`config.mk`:
```
export PLATFORM = sky130hd
export DESIGN_NAME = drop_motion_seq
export DESIGN_NICKNAME = d
export VERILOG_FILES = /design/src/rtl/drop_motion_seq.sv
export SDC_FILE = /design/constraint.sdc
export NUM_CORES = 1
export LEC_CHECK = 0
export CAP_MARGIN = 20
export CORE_ASPECT_RATIO = 1.1
export CORE_MARGIN = 8
export CORE_UTILIZATION = 50
export DETAILED_ROUTE_END_ITERATION = 10
export GPL_ROUTABILITY_DRIVEN = 0
export PLACE_DENSITY = 0.77
export RECOVER_POWER = 50
export SLEW_MARGIN = 5
export SYNTH_ARGS = -nofsm -noshare
export SYNTH_HDL_FRONTEND = slang
export SYNTH_SLANG_ARGS = --single-unit
```
`constraint.sdc`:
```
create_clock -name clk -period 3 [get_ports clk]
set_input_delay 0.3 -clock clk [delete_from_list [all_inputs] [get_ports clk]]
set_output_delay 0.3 -clock clk [all_outputs]
set_load 0.05 [all_outputs]
```
`src/rtl/drop_motion_seq.sv`:
```
// drop_motion_seq: frame-synchronous drop/bounce motion sequencer feeding draw_rect.
// Tracks the mouse in IDLE, drops under integer gravity on a left-button press,
// bounces off FLOOR_Y and either settles or bounces forever.
// Optional feature macro: BOUNCE_DAMP_EN (halve the rebound speed at every floor hit).
module drop_motion_seq #(
  parameter int FLOOR_Y   = 536,
  parameter int ACCEL_DIV = 3,
  parameter int MAX_SPEED = 63,
  parameter int SPEED_W   = 8
) (
  input  logic        clk,
  input  logic        rst,
  input  logic        left_button,
  input  logic [11:0] xpos,
  input  logic [11:0] ypos,
  input  logic        vsync,
  output logic [11:0] xpos_out,
  output logic [11:0] ypos_out,
  output logic [1:0]  state_out,
  output logic        frame_tick
);

  localparam int DIV_W = (ACCEL_DIV > 1) ? $clog2(ACCEL_DIV) : 1;
  localparam logic [DIV_W-1:0]   DIV_LAST = DIV_W'(ACCEL_DIV - 1);
  localparam logic [SPEED_W-1:0] MAX_S    = SPEED_W'(MAX_SPEED);
  localparam logic signed [12:0] FLOOR_S  = 13'(FLOOR_Y);
  localparam logic [11:0]        FLOOR_U  = 12'(FLOOR_Y);

  typedef enum logic [1:0] {
    S_IDLE = 2'b00,
    S_FALL = 2'b01,
    S_RISE = 2'b10
  } state_t;

  state_t              r_state, w_state_n;
  logic [11:0]         r_x, r_y, w_x_n, w_y_n;
  logic [SPEED_W-1:0]  r_speed, w_speed_n, w_rebound;
  logic [DIV_W-1:0]    r_div, w_div_n;
  logic                r_vsync_d, r_btn_d, r_tick;
  logic                w_press;
  logic signed [12:0]  w_spd13, w_yfall, w_yrise, w_ymouse;

  // Clamp a signed 13-bit position into the drawable range [0, FLOOR_Y].
  function automatic logic [11:0] clamp_y(input logic signed [12:0] v);
    if (v < 13'sd0)        clamp_y = '0;
    else if (v > FLOOR_S)  clamp_y = FLOOR_U;
    else                   clamp_y = v[11:0];
  endfunction

  // Gravity increment saturating at MAX_SPEED.
  function automatic logic [SPEED_W-1:0] sat_inc(input logic [SPEED_W-1:0] s);
    if (s >= MAX_S) sat_inc = MAX_S;
    else            sat_inc = s + SPEED_W'(1);
  endfunction

  assign w_press  = left_button & ~r_btn_d;
  assign w_spd13  = signed'(13'(r_speed));
  assign w_yfall  = signed'({1'b0, r_y}) + w_spd13;
  assign w_yrise  = signed'({1'b0, r_y}) - w_spd13;
  assign w_ymouse = signed'({1'b0, ypos});

`ifdef BOUNCE_DAMP_EN
  assign w_rebound = r_speed >> 1;
`else
  assign w_rebound = r_speed;
`endif

  // Edge detectors for vsync and the button; frame_tick is the registered vsync rise.
  always_ff @(posedge clk) begin
    if (rst) begin
      r_vsync_d <= 1'b0;
      r_btn_d   <= 1'b0;
      r_tick    <= 1'b0;
    end else begin
      r_vsync_d <= vsync;
      r_btn_d   <= left_button;
      r_tick    <= vsync & ~r_vsync_d;
    end
  end

  // State and motion registers; everything holds unless the next-state logic says otherwise.
  always_ff @(posedge clk) begin
    if (rst) begin
      r_state <= S_IDLE;
      r_x     <= '0;
      r_y     <= '0;
      r_speed <= '0;
      r_div   <= '0;
    end else begin
      r_state <= w_state_n;
      r_x     <= w_x_n;
      r_y     <= w_y_n;
      r_speed <= w_speed_n;
      r_div   <= w_div_n;
    end
  end

  // Next-state and motion update; a press outranks a frame tick in the same cycle.
  always_comb begin
    w_state_n = r_state;
    w_x_n     = r_x;
    w_y_n     = r_y;
    w_speed_n = r_speed;
    w_div_n   = r_div;
    case (r_state)
      S_IDLE: begin
        if (w_press || r_tick) begin
          w_x_n     = xpos;
          w_y_n     = clamp_y(w_ymouse);
          w_speed_n = '0;
          w_div_n   = '0;
          if (w_press) w_state_n = S_FALL;
        end
      end
      S_FALL: begin
        if (w_press) begin
          w_state_n = S_IDLE;
          w_speed_n = '0;
          w_div_n   = '0;
        end else if (r_tick) begin
          if (w_yfall >= FLOOR_S) begin
            w_y_n   = FLOOR_U;
            w_div_n = '0;
            if (w_rebound == '0) begin
              w_speed_n = '0;
              w_state_n = S_IDLE;
            end else begin
              w_speed_n = w_rebound;
              w_state_n = S_RISE;
            end
          end else begin
            w_y_n = w_yfall[11:0];
            if (r_div == DIV_LAST) begin
              w_div_n   = '0;
              w_speed_n = sat_inc(r_speed);
            end else begin
              w_div_n = r_div + DIV_W'(1);
            end
          end
        end
      end
      S_RISE: begin
        if (w_press) begin
          w_state_n = S_IDLE;
          w_speed_n = '0;
          w_div_n   = '0;
        end else if (r_tick) begin
          w_y_n = clamp_y(w_yrise);
          if (r_div == DIV_LAST) begin
            w_div_n = '0;
            if (r_speed <= SPEED_W'(1)) begin
              w_speed_n = '0;
              w_state_n = S_FALL;
            end else begin
              w_speed_n = r_speed - SPEED_W'(1);
            end
          end else begin
            w_div_n = r_div + DIV_W'(1);
          end
        end
      end
      default: begin
        w_state_n = S_IDLE;
      end
    endcase
  end

  assign xpos_out   = r_x;
  assign ypos_out   = r_y;
  assign state_out  = r_state;
  assign frame_tick = r_tick;

endmodule

```
==> Implementation_results.wiki, run 1 <==
{| class="wikitable"
! Metric !! Value
|-
| Status || finished with violations
|-
| Violated checks || setup timing
|-
| Wire length of the first global-routing pass || approximately 20,000 um
|-
| Critical path arrival || around 3.4 ns
|-
| Count of buffers inserted at the top-level ports || between 50 and 60
|-
| Overall routing resource usage || about a quarter
|-
| Reg2Reg Launch Point || ypos_out[0]
|-
| Biggest cell delay along the critical path || 0.40 ns
|-
| Largest net degree at the start of global routing || 23
|-
| CTS Buffer Depth || 2
|-
| Area of the placeable core || roughly 0.0066 sq mm
|-
| Final nets || 627
|-
| Routed met2 length || between 6000 and 7000 um
|-
| Share of Yosys cell area claimed by the top area cell type || 22.7%
|-
| Number of warnings issued by yosys || 0
|-
| Met1 WL || approximately 5000 um
|-
| Count of pins on the block boundary || 55
|-
| Aggregate routed wire length || about 14,000 um
|-
| Clock tree from TritonCTS || done
|-
| Power density over the cells || ~500 mW/mm^2
|-
| Smallest setup slack after layout || -0.235 ns
|-
| Biggest area contributors in the synthesized netlist || sky130_fd_sc_hd__dfxtp_1, sky130_fd_sc_hd__ha_1, sky130_fd_sc_hd__nor2_1, sky130_fd_sc_hd__mux2i_1, sky130_fd_sc_hd__xnor2_1
|-
| Post-Route Skew || about 0.013 ns
|-
| Endpoint, Worst Hold || frame_tick
|-
| Minimum hold slack || 0.395 ns
|-
| Largest vdd supply drop || roughly 0.37 mV
|-
| Hold buffers post-CTS || 0
|-
| Skew-Pair Late Insertion Delay || 0.31 ns
|-
| Yosys cell types || 78
|-
| Slew Viols, Final || 0
|-
| Vias in the first global route || 4,112
|-
| Transition time at the pin with the least slew margin || about 0.86 ns
|-
| Global-route congestion overflow total || 0
|-
| Final worst-path cycle share || 108%
|-
| Critical Path, Cell by Cell || ha_4 -> fa_2 -> nor2b_4 -> o31ai_4 -> o311ai_4 -> xor2_2 -> a211oi_2 -> a211o_4 -> and3_1 -> buf_12 -> a221oi_1 -> o41ai_1
|-
| DR DRC count || 0
|-
| Chip height || 103 um
|-
| Core Rows || 31
|-
| Top routing layer used || met4
|-
| Critical Path Sink Type || flop
|-
| TritonCTS buffer count || 5
|-
| Worst reg2reg setup slack || -0.23 ns
|-
| Post-layout util || 79.2%
|-
| Biggest fanout along the worst timing path || 9
|-
| Min Clock Period, post-route || roughly 3.2 ns
|-
| Crit path launch type || flop
|-
| Hold Startpoint || r_vsync_d
|-
| Critical-path top delay cell || sky130_fd_sc_hd__a221oi_1
|-
| Reg-to-reg critical path endpoint || ypos_out[7]
|-
| Cell depth of the worst hold path || 1
|-
| Sink Count || 39
|-
| Sum of met3 wire segment lengths after detailed routing || 1320 um
|-
| Flip-flop and latch count after synthesis || 39
|-
| Antenna cell count || 0
|-
| FMAX || 309 MHz
|-
| Dpl hpwl || between 9000 and 10,000 um
|-
| Per-instance average area after synthesis || between 7 and 8 sq um
|-
| Routed vias/inst || ~6.6
|-
| Net count of the mapped netlist || 484
|-
| Standby leakage power || 2.24 nW
|-
| Clock root buffer master || sky130_fd_sc_hd__clkbuf_8
|-
| Mapped Cells || 430
|-
| Worst path required time || around 3.2 ns
|-
| Level count of the clock H-tree || 2
|-
| Synthesis-to-finish area growth || 52.7%
|-
| Number of hold-slack violations in the final timing report || 0
|-
| Clock-pin slew reported for the worst setup and hold paths after clock tree synthesis || roughly 0.090 ns
|-
| Number of optimization iterations in the first detailed-route pass || 6
|-
| Initial core utilization || 51.9%
|-
| Number of DRC markers after the initial detailed-route iteration || about 400
|-
| Worst min-delay path category || flop to flop
|-
| Initial antenna violation count || 0
|-
| Biggest area consumer among synthesized cells || sky130_fd_sc_hd__dfxtp_1
|-
| Worst rel slew slack || between 40% and 50%
|-
| Unrepaired setup endpoints after global routing || true
|-
| Fraction of synthesis flops using an asynchronous set or reset pin || 0%
|-
| Die X-Extent || around 95 um
|-
| Number of enable flip-flop cells after synthesis || 0
|-
| Per-cell routed wire length || roughly 21 um
|-
| Worst setup path class || flop to flop
|-
| Share of layout cells above drive strength 1 || between 30 and 40%
|-
| Number of cells on the worst reg-to-reg path || 12
|-
| Netlist area before placement || around 0.0034 sq mm
|-
| Max Cap Viol || 0
|-
| Via count of the routed design || between 4,000 and 5,000
|-
| Number of nets still failing antenna checks after routing || 0
|-
| Number of setup violations in the final report || 20
|-
| Main synth FF type || sky130_fd_sc_hd__dfxtp_1
|-
| Die Outline Area || between 0.009 and 0.01 sq mm
|-
| Part of the Yosys area used for sequential elements || 22.7%
|-
| Pre-CTS WS || -0.323 ns
|}
flip-flops by register name, summed over array words and instances, names as in the netlist:
signal      flops
ypos_out       12
r_div           2
state_out       2
r_speed         8
r_btn_d         1
r_vsync_d       1
frame_tick      1
xpos_out       12
repair_timing:
item,CTS,global route
resized for setup,35,35
pin swaps,17,25
endpoints found under the setup margin,22,23
buffers inserted,4,11
synth_stat cells, types with 4 or more instances:
| master | n |
|---|---|
| sky130_fd_sc_hd__a211oi_1 | 8 |
| sky130_fd_sc_hd__a21o_1 | 5 |
| sky130_fd_sc_hd__a21oi_1 | 23 |
| sky130_fd_sc_hd__a221oi_1 | 8 |
| sky130_fd_sc_hd__a31oi_1 | 7 |
| sky130_fd_sc_hd__a32o_1 | 4 |
| sky130_fd_sc_hd__and3_1 | 7 |
| sky130_fd_sc_hd__clkbuf_1 | 8 |
| sky130_fd_sc_hd__dfxtp_1 | 39 |
| sky130_fd_sc_hd__ha_1 | 24 |
| sky130_fd_sc_hd__inv_1 | 27 |
| sky130_fd_sc_hd__mux2i_1 | 16 |
| sky130_fd_sc_hd__nand2_1 | 24 |
| sky130_fd_sc_hd__nand2b_1 | 6 |
| sky130_fd_sc_hd__nand3_1 | 19 |
| sky130_fd_sc_hd__nor2_1 | 53 |
| sky130_fd_sc_hd__nor2b_1 | 8 |
| sky130_fd_sc_hd__nor3_1 | 12 |
| sky130_fd_sc_hd__nor4_1 | 5 |
| sky130_fd_sc_hd__o211ai_1 | 6 |
| sky130_fd_sc_hd__o21ai_0 | 12 |
| sky130_fd_sc_hd__o31ai_1 | 5 |
| sky130_fd_sc_hd__or2_2 | 4 |
| sky130_fd_sc_hd__or3_1 | 4 |
| sky130_fd_sc_hd__xnor2_1 | 14 |
cell usage in the layout (no fill, tap or decap), types with 5 or more instances in the layout:
cell and n:
sky130_fd_sc_hd__nand3_1 18, sky130_fd_sc_hd__nor2b_1 7, sky130_fd_sc_hd__clkdlybuf4s50_1 47, sky130_fd_sc_hd__dfxtp_2 7, sky130_fd_sc_hd__nor2_1 51, sky130_fd_sc_hd__dlygate4sd3_1 7, sky130_fd_sc_hd__inv_2 6, sky130_fd_sc_hd__ha_1 15
sky130_fd_sc_hd__a221oi_2 5, sky130_fd_sc_hd__inv_1 22, sky130_fd_sc_hd__o21ai_0 9, sky130_fd_sc_hd__o211ai_1 6, sky130_fd_sc_hd__dfxtp_1 26, sky130_fd_sc_hd__clkbuf_8 5, sky130_fd_sc_hd__nor3_1 11, sky130_fd_sc_hd__xnor2_1 14
sky130_fd_sc_hd__nand2_1 23, sky130_fd_sc_hd__nand2b_1 5, sky130_fd_sc_hd__and3_1 7, sky130_fd_sc_hd__mux2i_1 16, sky130_fd_sc_hd__buf_4 93, sky130_fd_sc_hd__a21oi_1 18, sky130_fd_sc_hd__a211oi_1 5, sky130_fd_sc_hd__ha_4 6
sky130_fd_sc_hd__dfxtp_4 6, sky130_fd_sc_hd__a21o_1 5, sky130_fd_sc_hd__a31oi_1 7
final cells by class:
class                      instances  area, sq um
tap                               82          103
multi-input combinational        344         2810
fill                             409         1380
sequential                        39          812
clock inverter                     2         13.8
inverter                          30          113
clock buffer                       6         93.8
timing repair buffer             153         1310
worst max-delay path by stage:
stage                            from     endpoint  depth (start not counted)
after floorplan            r_speed[5]   r_speed[4]                         13
after global placement     r_speed[5]   r_speed[2]                         11
after detailed placement   r_speed[5]   r_speed[2]                         11
after CTS                 ypos_out[0]   r_speed[2]                         12
after global routing      ypos_out[0]   r_speed[2]                         12
final                     ypos_out[0]  ypos_out[7]                         12
cell families (layout without fill, tap and decap cells):
group                      count (synthesis)  count (layout)  synth area share, %
AOI/OAI and AO/OA                        121             121                 27.7
xor gates and xnor gates                  16              16                 4.07
adders and majority gates                 26              26                 9.89
buffers and inverters                     47             191                 6.22
DFF                                       39              39                 22.7
muxes                                     17              17                 4.98
and+or+nand+nor                          164             164                 24.4
where the power goes:
group / leakage (nW) / total, mW / internal [mW] / switching (mW)
combinational: 1.86 / 1.55 / 0.675 / 0.872
sequential: 0.326 / 0.613 / 0.565 / 0.0484
clock: 0.0563 / 0.436 / 0.215 / 0.221
worst max-delay path: cells and delay by family (launching register included):
kind            cells  cell delay [ns]
compound gates      6             1.45
fa+ha+maj           2             0.51
simple gates        2             0.39
flops               1             0.37
xor+xnor            1             0.24
buf+inv             1             0.15
metrics by stage:
step / total power, mW / instance area, sq um / TNS [ns] / std cells
floorplan: 1.38 / 3520 / 0 / 430
global placement: 1.83 / 4700 / -1.57 / 633
detailed placement: 1.86 / 4700 / -3.73 / 633
CTS: 2.38 / 5000 / -0.167 / 645
global route: 2.68 / 5250 / -3.18 / 656
finish: 2.60 / 5250 / -1.76 / 656
per-layer routing:
layer | GRT usage (%) | vias to the layer above
met3 | 4.59 | 85
li1 | - | 1879
met2 | 43.2 | 351
met5 | 0 | -
met4 | 16.0 | 0
met1 | 29.7 | 2037
No activity file was read; power rests on OpenSTA's default activity.
==> run 2, diff against run 1 <==
--- a/config.mk
+++ b/config.mk
@@ -7,7 +7,6 @@
 export LEC_CHECK = 0
 export CAP_MARGIN = 20
 export CORE_ASPECT_RATIO = 1.1
-export CORE_MARGIN = 8
 export CORE_UTILIZATION = 50
 export DETAILED_ROUTE_END_ITERATION = 10
 export GPL_ROUTABILITY_DRIVEN = 0
==> run 2 against run 1 <==
  * Register-to-register slack about the same
  * Final cell count increased by 1.7%
  * Setup slack improved by 0.0052 ns
  * Critical path type unchanged
  * First-iteration DRC count decreased by 5.9%
  * Maximum frequency increased by 0.16%
  * Global-route usage increased by 11 points
  * Critical path depth unchanged
  * Flip-flop and latch count unchanged
  * Count of clock-buffer cells in the layout increased by 1
  * The run still ends with setup timing left
  * Total power increased by 1.3%
  * Wire length increased by 0.51%
==> Implementation_results.wiki, run 2 (synthesis results as in run 1) <==
{| class="wikitable"
! Metric !! Value
|-
| Final nets || 638
|-
| Via count of the routed design || around 4,300
|-
| Critical Path Sink Type || flop
|-
| Status || finished with violations
|-
| Final standard cell count with taps included and fillers excluded || 667
|-
| Largest net degree at the start of global routing || 24
|-
| Worst setup path class || flop to flop
|-
| Max Cap Viol || 0
|-
| Critical-path top delay cell || sky130_fd_sc_hd__o211ai_1
|-
| Most frequent standard cell in the layout excluding fill and tap cells || sky130_fd_sc_hd__buf_4
|-
| Crit path launch type || flop
|-
| Level count of the clock H-tree || 2
|-
| Dpl hpwl || ~9500 um
|-
| Sink Count || 39
|-
| Count of buffers inserted at the top-level ports || 54
|-
| FMAX || between 300 and 400 MHz
|-
| Clock-pin slew reported for the worst setup and hold paths after clock tree synthesis || ~0.09 ns
|-
| Clock tree from TritonCTS || done
|-
| Synthesis-to-finish area growth || 57.3%
|-
| Violated checks || setup timing
|-
| Cell family with the largest share of critical-path delay || compound AO/OA/AOI/OAI gates
|-
| Standby leakage power || 2.32 nW
|-
| Biggest cell delay along the critical path || between 0.4 and 0.5 ns
|-
| Min Clock Period, post-route || about 3.2 ns
|-
| Number of hold-slack violations in the final timing report || 0
|-
| Slew Viols, Final || 0
|-
| Clock root buffer master || sky130_fd_sc_hd__clkbuf_8
|-
| Skew-Pair Late Insertion Delay || around 0.3 ns
|-
| Power density over the cells || ~490 mW/mm^2
|-
| Buffers plus inverters on the worst setup path || 2
|-
| Hold buffers post-CTS || 0
|-
| Top library cells by usage in the layout, fill and taps aside || sky130_fd_sc_hd__buf_4, sky130_fd_sc_hd__clkdlybuf4s50_1, sky130_fd_sc_hd__nor2_1
|-
| Number of optimization iterations in the first detailed-route pass || 5
|-
| Initial core utilization || roughly half
|-
| Final total negative setup slack || -2.05 ns
|-
| Worst min-delay path category || flop to flop
|-
| Antenna cell count || 0
|-
| Overall routing resource usage || a little over a third
|-
| Filler Cells Inserted || 385
|-
| DR DRC count || 0
|-
| Routed met2 length || about 6800 um
|-
| Routed vias/inst || roughly 6.5
|-
| Smallest setup slack after layout || -0.230 ns
|-
| Per-cell routed wire length || approximately 21 um
|-
| Sum of met3 wire segment lengths after detailed routing || ~1500 um
|-
| Number of instances in the placed design || 647
|-
| Core Rows || 31
|-
| Die X-Extent || approximately 81 um
|-
| CTS Buffer Depth || 2
|-
| Critical path arrival || ~3.4 ns
|-
| Die Outline Area || ~0.007 sq mm
|-
| Share of layout cells above drive strength 1 || between 30% and 40%
|-
| Initial antenna violation count || 0
|-
| Largest vdd supply drop || approximately 0.37 mV
|-
| Vias in the first global route || 4,098
|-
| Met1 WL || between 4000 and 5000 um
|-
| TritonCTS buffer count || 5
|-
| Aggregate routed wire length || between 10,000 and 15,000 um
|-
| Area of the placeable core || 0.00663 sq mm
|-
| Final worst-path cycle share || 108%
|-
| Number of DRC markers after the initial detailed-route iteration || 380
|-
| Count of pins on the block boundary || 55
|-
| Wire length of the first global-routing pass || roughly 20,000 um
|-
| Post-Route Skew || just over 0.009 ns
|-
| Unrepaired setup endpoints after global routing || true
|-
| Biggest fanout along the worst timing path || 8
|-
| Number of setup violations in the final report || 20
|-
| Number of nets still failing antenna checks after routing || 0
|-
| Worst rel slew slack || between 40% and 50%
|-
| Top routing layer used || met4
|-
| Transition time at the pin with the least slew margin || a little under 0.8 ns
|-
| Worst path required time || around 3.2 ns
|-
| Global-route congestion overflow total || 0
|-
| Chip height || just under 90 um
|-
| Critical Path, Cell by Cell || inv_1 -> ha_4 -> nor2b_1 -> o211ai_1 -> a21o_1 -> a21boi_2 -> xnor2_1 -> buf_4 -> a2111oi_1 -> or3_4 -> a211oi_1 -> or3b_1
|}
run 2: cell types whose count changed in the layout (fill, tap and decap cells not counted), moves of 3 or more:
cell	before	now
sky130_fd_sc_hd__dlygate4sd3_1	7	0
sky130_fd_sc_hd__buf_4	93	102
sky130_fd_sc_hd__a221oi_2	5	8
sky130_fd_sc_hd__clkdlybuf4s50_1	47	54
sky130_fd_sc_hd__inv_2	6	3
run 2: cell type report:
type	count	area (sq um)	share of cell area (%)
multi-input combinational	344	2840	52.4
timing repair buffer	164	1420	26.2
sequential	39	812	15.0
clock buffer	7	119	2.20
inverter	30	115	2.13
tap	82	103	1.90
clock inverter	1	7.51	0.139
run 2: power by group:
group          leakage, nW  internal (mW)  switching [mW]
Combinational         1.93          0.682           0.854
Sequential           0.326          0.565          0.0546
Clock               0.0607          0.265           0.208
run 2: final timing paths:
check / start / to / slack [ns] / cells after the start
hold / removal: r_vsync_d / frame_tick / 0.39 / 1
setup reg to reg: r_speed[1] / r_speed[2] / -0.23 / 12
hold reg to reg: r_vsync_d / frame_tick / 0.39 / 1
setup / recovery: r_speed[1] / r_speed[2] / -0.23 / 12
run 2: timing repair:
| item | in CTS | in global routing |
|---|---|---|
| setup endpoints to repair | 22 | 23 |
| pin swaps | 19 | 33 |
| buffers inserted | 2 | 10 |
| resized for setup | 40 | 37 |
run 2: through the flow:
stage          util [%]  cell area (sq um)  total power, mW  hold slack, ns  setup slack (ns)
6_report           81.6               5410             2.63           0.392            -0.230
5_1_grt            81.6               5410             2.74           0.416            -0.443
4_1_cts            77.7               5150             2.41           0.392            -0.103
3_5_place_dp       72.6               4820             1.85           0.382            -0.311
3_3_place_gp       72.6               4820             1.82           0.377            -0.228
2_1_floorplan         -               3520             1.38           0.367           0.00509
run 2: layer usage:
metal  vias up  global-route usage, %
met2       354                   63.1
met5         -                      0
li1       1894                      -
met1      1998                   41.6
met4         0                   20.1
met3        92                   7.96
==> run 3, diff against run 2 <==
--- a/config.mk
+++ b/config.mk
@@ -10,6 +10,7 @@
 export CORE_UTILIZATION = 50
 export DETAILED_ROUTE_END_ITERATION = 10
 export GPL_ROUTABILITY_DRIVEN = 0
+export GPL_TIMING_DRIVEN = 0
 export PLACE_DENSITY = 0.77
 export RECOVER_POWER = 50
 export SLEW_MARGIN = 5
==> run 3 against run 2 <==
  * Clock power grew 6.6%
  * Non-clock buffer count shrank 33
  * Sequential power shrank 0.8%
  * Critical path depth is the same
  * Combinational power grew 5%
  * Worst hold slack lost 0.00076 ns
  * Sequential share of layout area grew 0.46 points
  * Via count shrank 2.3%
  * Setup slack lost 0.0060 ns
  * Wire length shrank 2.4%
  * The run still ends with setup timing left
==> Implementation_results.wiki, run 3 (synthesis results as in run 1) <==
{| class="wikitable"
! Metric !! Value
|-
| Area taken by multi-input logic gates || 0.00301 sq mm
|-
| Worst path required time || between 3 and 4 ns
|-
| Area of the placeable core || ~0.0066 sq mm
|-
| Met3 layer usage reported by global route || 5.92%
|-
| Violated checks || setup timing
|-
| Number of setup violations in the final report || 22
|-
| Critical Path, Cell by Cell || clkinvlp_4 -> ha_4 -> nor2b_1 -> o211ai_1 -> nand2_2 -> a311o_1 -> a211oi_2 -> a2111oi_2 -> or3_4 -> buf_6 -> and2_4 -> a31o_1
|-
| Cell family with the largest share of critical-path delay || compound AO/OA/AOI/OAI gates
|-
| Clock tree from TritonCTS || done
|-
| Smallest setup slack after layout || -0.236 ns
|-
| Level count of the clock H-tree || 2
|-
| Final nets || about 600
|-
| Sink Count || 39
|-
| Cell depth of the worst hold path || 1
|-
| Reg2Reg Launch Point || r_speed[1]
|-
| Number of hold-slack violations in the final timing report || 0
|-
| Hold Startpoint || r_vsync_d
|-
| Filler Cells Inserted || approximately 400
|-
| Most frequent standard cell in the layout excluding fill and tap cells || sky130_fd_sc_hd__buf_4
|-
| GR Layer Usage met2 || just under 60%
|-
| Minimum hold slack || approximately 0.4 ns
|-
| Antenna cell count || 0
|-
| Endpoint, Worst Hold || frame_tick
|-
| Core Rows || 31
|-
| Global-route congestion overflow total || 0
|-
| Largest net degree at the start of global routing || 14
|-
| Slew Viols, Final || 0
|-
| Unrepaired setup endpoints after global routing || true
|-
| Clock-pin slew reported for the worst setup and hold paths after clock tree synthesis || about 0.080 ns
|-
| Number of instances in the placed design || between 500 and 600
|-
| Storage cell area || about 830 sq um
|-
| Die X-Extent || 81.1 um
|-
| Most congested layer reported by global routing || met2
|-
| Worst min-delay path category || flop to flop
|-
| Critical Path Sink Type || flop
|-
| Via count of the routed design || roughly 4,200
|-
| Worst rel slew slack || a little under a quarter
|-
| Largest vdd supply drop || around 0.32 mV
|-
| Share of layout cells above drive strength 1 || around a third
|-
| Dpl hpwl || between 8000 and 9000 um
|-
| Per-cell routed wire length || 21.7 um
|-
| Power density over the cells || between 500 and 600 mW/mm^2
|-
| Initial core utilization || roughly half
|-
| Top library cells by usage in the layout, fill and taps aside || sky130_fd_sc_hd__buf_4, sky130_fd_sc_hd__nor2_1, sky130_fd_sc_hd__clkdlybuf4s50_1
|-
| Transition time at the pin with the least slew margin || ~1.1 ns
|-
| Number of nets still failing antenna checks after routing || 0
|-
| Min Clock Period, post-route || around 3.2 ns
|-
| Biggest fanout along the worst timing path || 5
|-
| Worst setup path class || flop to flop
|-
| Chip height || 89.0 um
|-
| Number of DRC markers after the initial detailed-route iteration || 420
|-
| Final standard cell count with taps included and fillers excluded || 634
|-
| CTS Buffer Depth || 2
|-
| Standby leakage power || between 2 and 2.5 nW
|-
| Number of optimization iterations in the first detailed-route pass || 7
|-
| Aggregate routed wire length || about 14,000 um
|-
| Critical-path top delay cell || sky130_fd_sc_hd__or3_4
|-
| Crit path launch type || flop
|-
| Max Cap Viol || 0
|-
| Count of buffers inserted at the top-level ports || 54
|-
| Post-layout util || 80.8%
|-
| DR DRC count || 0
|-
| Overall routing resource usage || between 30% and 40%
|-
| Routed vias/inst || around 6.7
|-
| Wire length of the first global-routing pass || about 19,000 um
|-
| Buffers plus inverters on the worst setup path || 2
|-
| Vias in the first global route || ~3,900
|-
| Worst reg2reg setup slack || -0.24 ns
|-
| Pre-CTS WS || -0.591 ns
|-
| Clock root buffer master || sky130_fd_sc_hd__clkbuf_8
|-
| Reg-to-reg critical path endpoint || r_speed[5]
|-
| Skew-Pair Late Insertion Delay || around 0.3 ns
|-
| Initial antenna violation count || 0
|-
| Critical path arrival || between 3 and 4 ns
|-
| TritonCTS buffer count || 5
|-
| FMAX || ~300 MHz
|-
| Number of cells on the worst reg-to-reg path || 12
|-
| Count of pins on the block boundary || 55
|-
| Met1 track demand over resource in global routing || a little over two fifths
|-
| Biggest cell delay along the critical path || roughly 0.44 ns
|-
| Post-Route Skew || roughly 0.0063 ns
|-
| Final total negative setup slack || -3.31 ns
|-
| Final worst-path cycle share || 108%
|-
| Die Outline Area || 0.00722 sq mm
|-
| Synthesis-to-finish area growth || 55.7%
|-
| Status || finished with violations
|}
==> run 3: cell count changes in the layout (fill, tap and decap cells not counted), moves of 3 or more <==
| cell | change |
|---|---|
| sky130_fd_sc_hd__buf_4 | -50 |
| sky130_fd_sc_hd__clkdlybuf4s50_1 | -20 |
| sky130_fd_sc_hd__dlygate4sd3_1 | +20 |
| sky130_fd_sc_hd__buf_6 | +9 |
| sky130_fd_sc_hd__clkbuf_1 | +8 |
| sky130_fd_sc_hd__inv_1 | -6 |
| sky130_fd_sc_hd__dfxtp_4 | +5 |
| sky130_fd_sc_hd__inv_4 | +4 |
| sky130_fd_sc_hd__a21oi_1 | -3 |
| sky130_fd_sc_hd__a21oi_2 | +3 |
| sky130_fd_sc_hd__dfxtp_1 | -3 |
| sky130_fd_sc_hd__o31ai_1 | -3 |
==> run 3: layout make-up <==
| type | count | area share [%] |
|---|---|---|
| Sequential cell | 39 | 15.5 |
| Clock inverter | 2 | 0.701 |
| Multi-Input combinational cell | 344 | 56.2 |
| Inverter | 30 | 2.41 |
| Timing Repair Buffer | 116 | 19.4 |
| Tap cell | 82 | 1.92 |
| Clock buffer | 6 | 1.75 |
| Buffer | 15 | 2.10 |
==> run 3: stage by stage <==
stage | cell area [sq um] | total power, mW
final | 5360 | 2.74
after global routing | 5360 | 2.84
after CTS | 4970 | 2.39
after detailed placement | 4160 | 1.66
after global placement | 4160 | 1.64
after floorplan | 3520 | 1.38
==> run 3: worst max path at each step <==
stage / start / to / cells after the start
3_3_place_gp: r_speed[5] / ypos_out[8] / 12
5_1_grt: r_speed[7] / ypos_out[5] / 12
3_5_place_dp: r_speed[5] / ypos_out[8] / 12
6_report: r_speed[1] / r_speed[5] / 12
4_1_cts: r_speed[0] / r_speed[4] / 13
2_1_floorplan: r_speed[5] / r_speed[4] / 13
==> run 3: where the power goes <==
group | total (mW) | switching, mW | leakage [nW] | internal [mW]
clock | 0.504 | 0.206 | 0.0626 | 0.298
sequential | 0.615 | 0.0543 | 0.329 | 0.561
combinational | 1.62 | 0.917 | 1.81 | 0.707
==> run 3: repair_timing <==
item	4_1_cts	5_1_grt
pin swaps	50	30
gates resized for setup	80	53
setup endpoints to repair	23	23
setup buffers	41	18
hold endpoints to repair	0	0
gates cloned	3	0
hold buffers	0	0
==> run 3: routing by layer <==
metal / vias up / routed length [um]
met3: 101 / 1160
met2: 293 / 6620
li1: 1851 / -
met1: 1993 / 5150
met5: - / 0
met4: 0 / 854
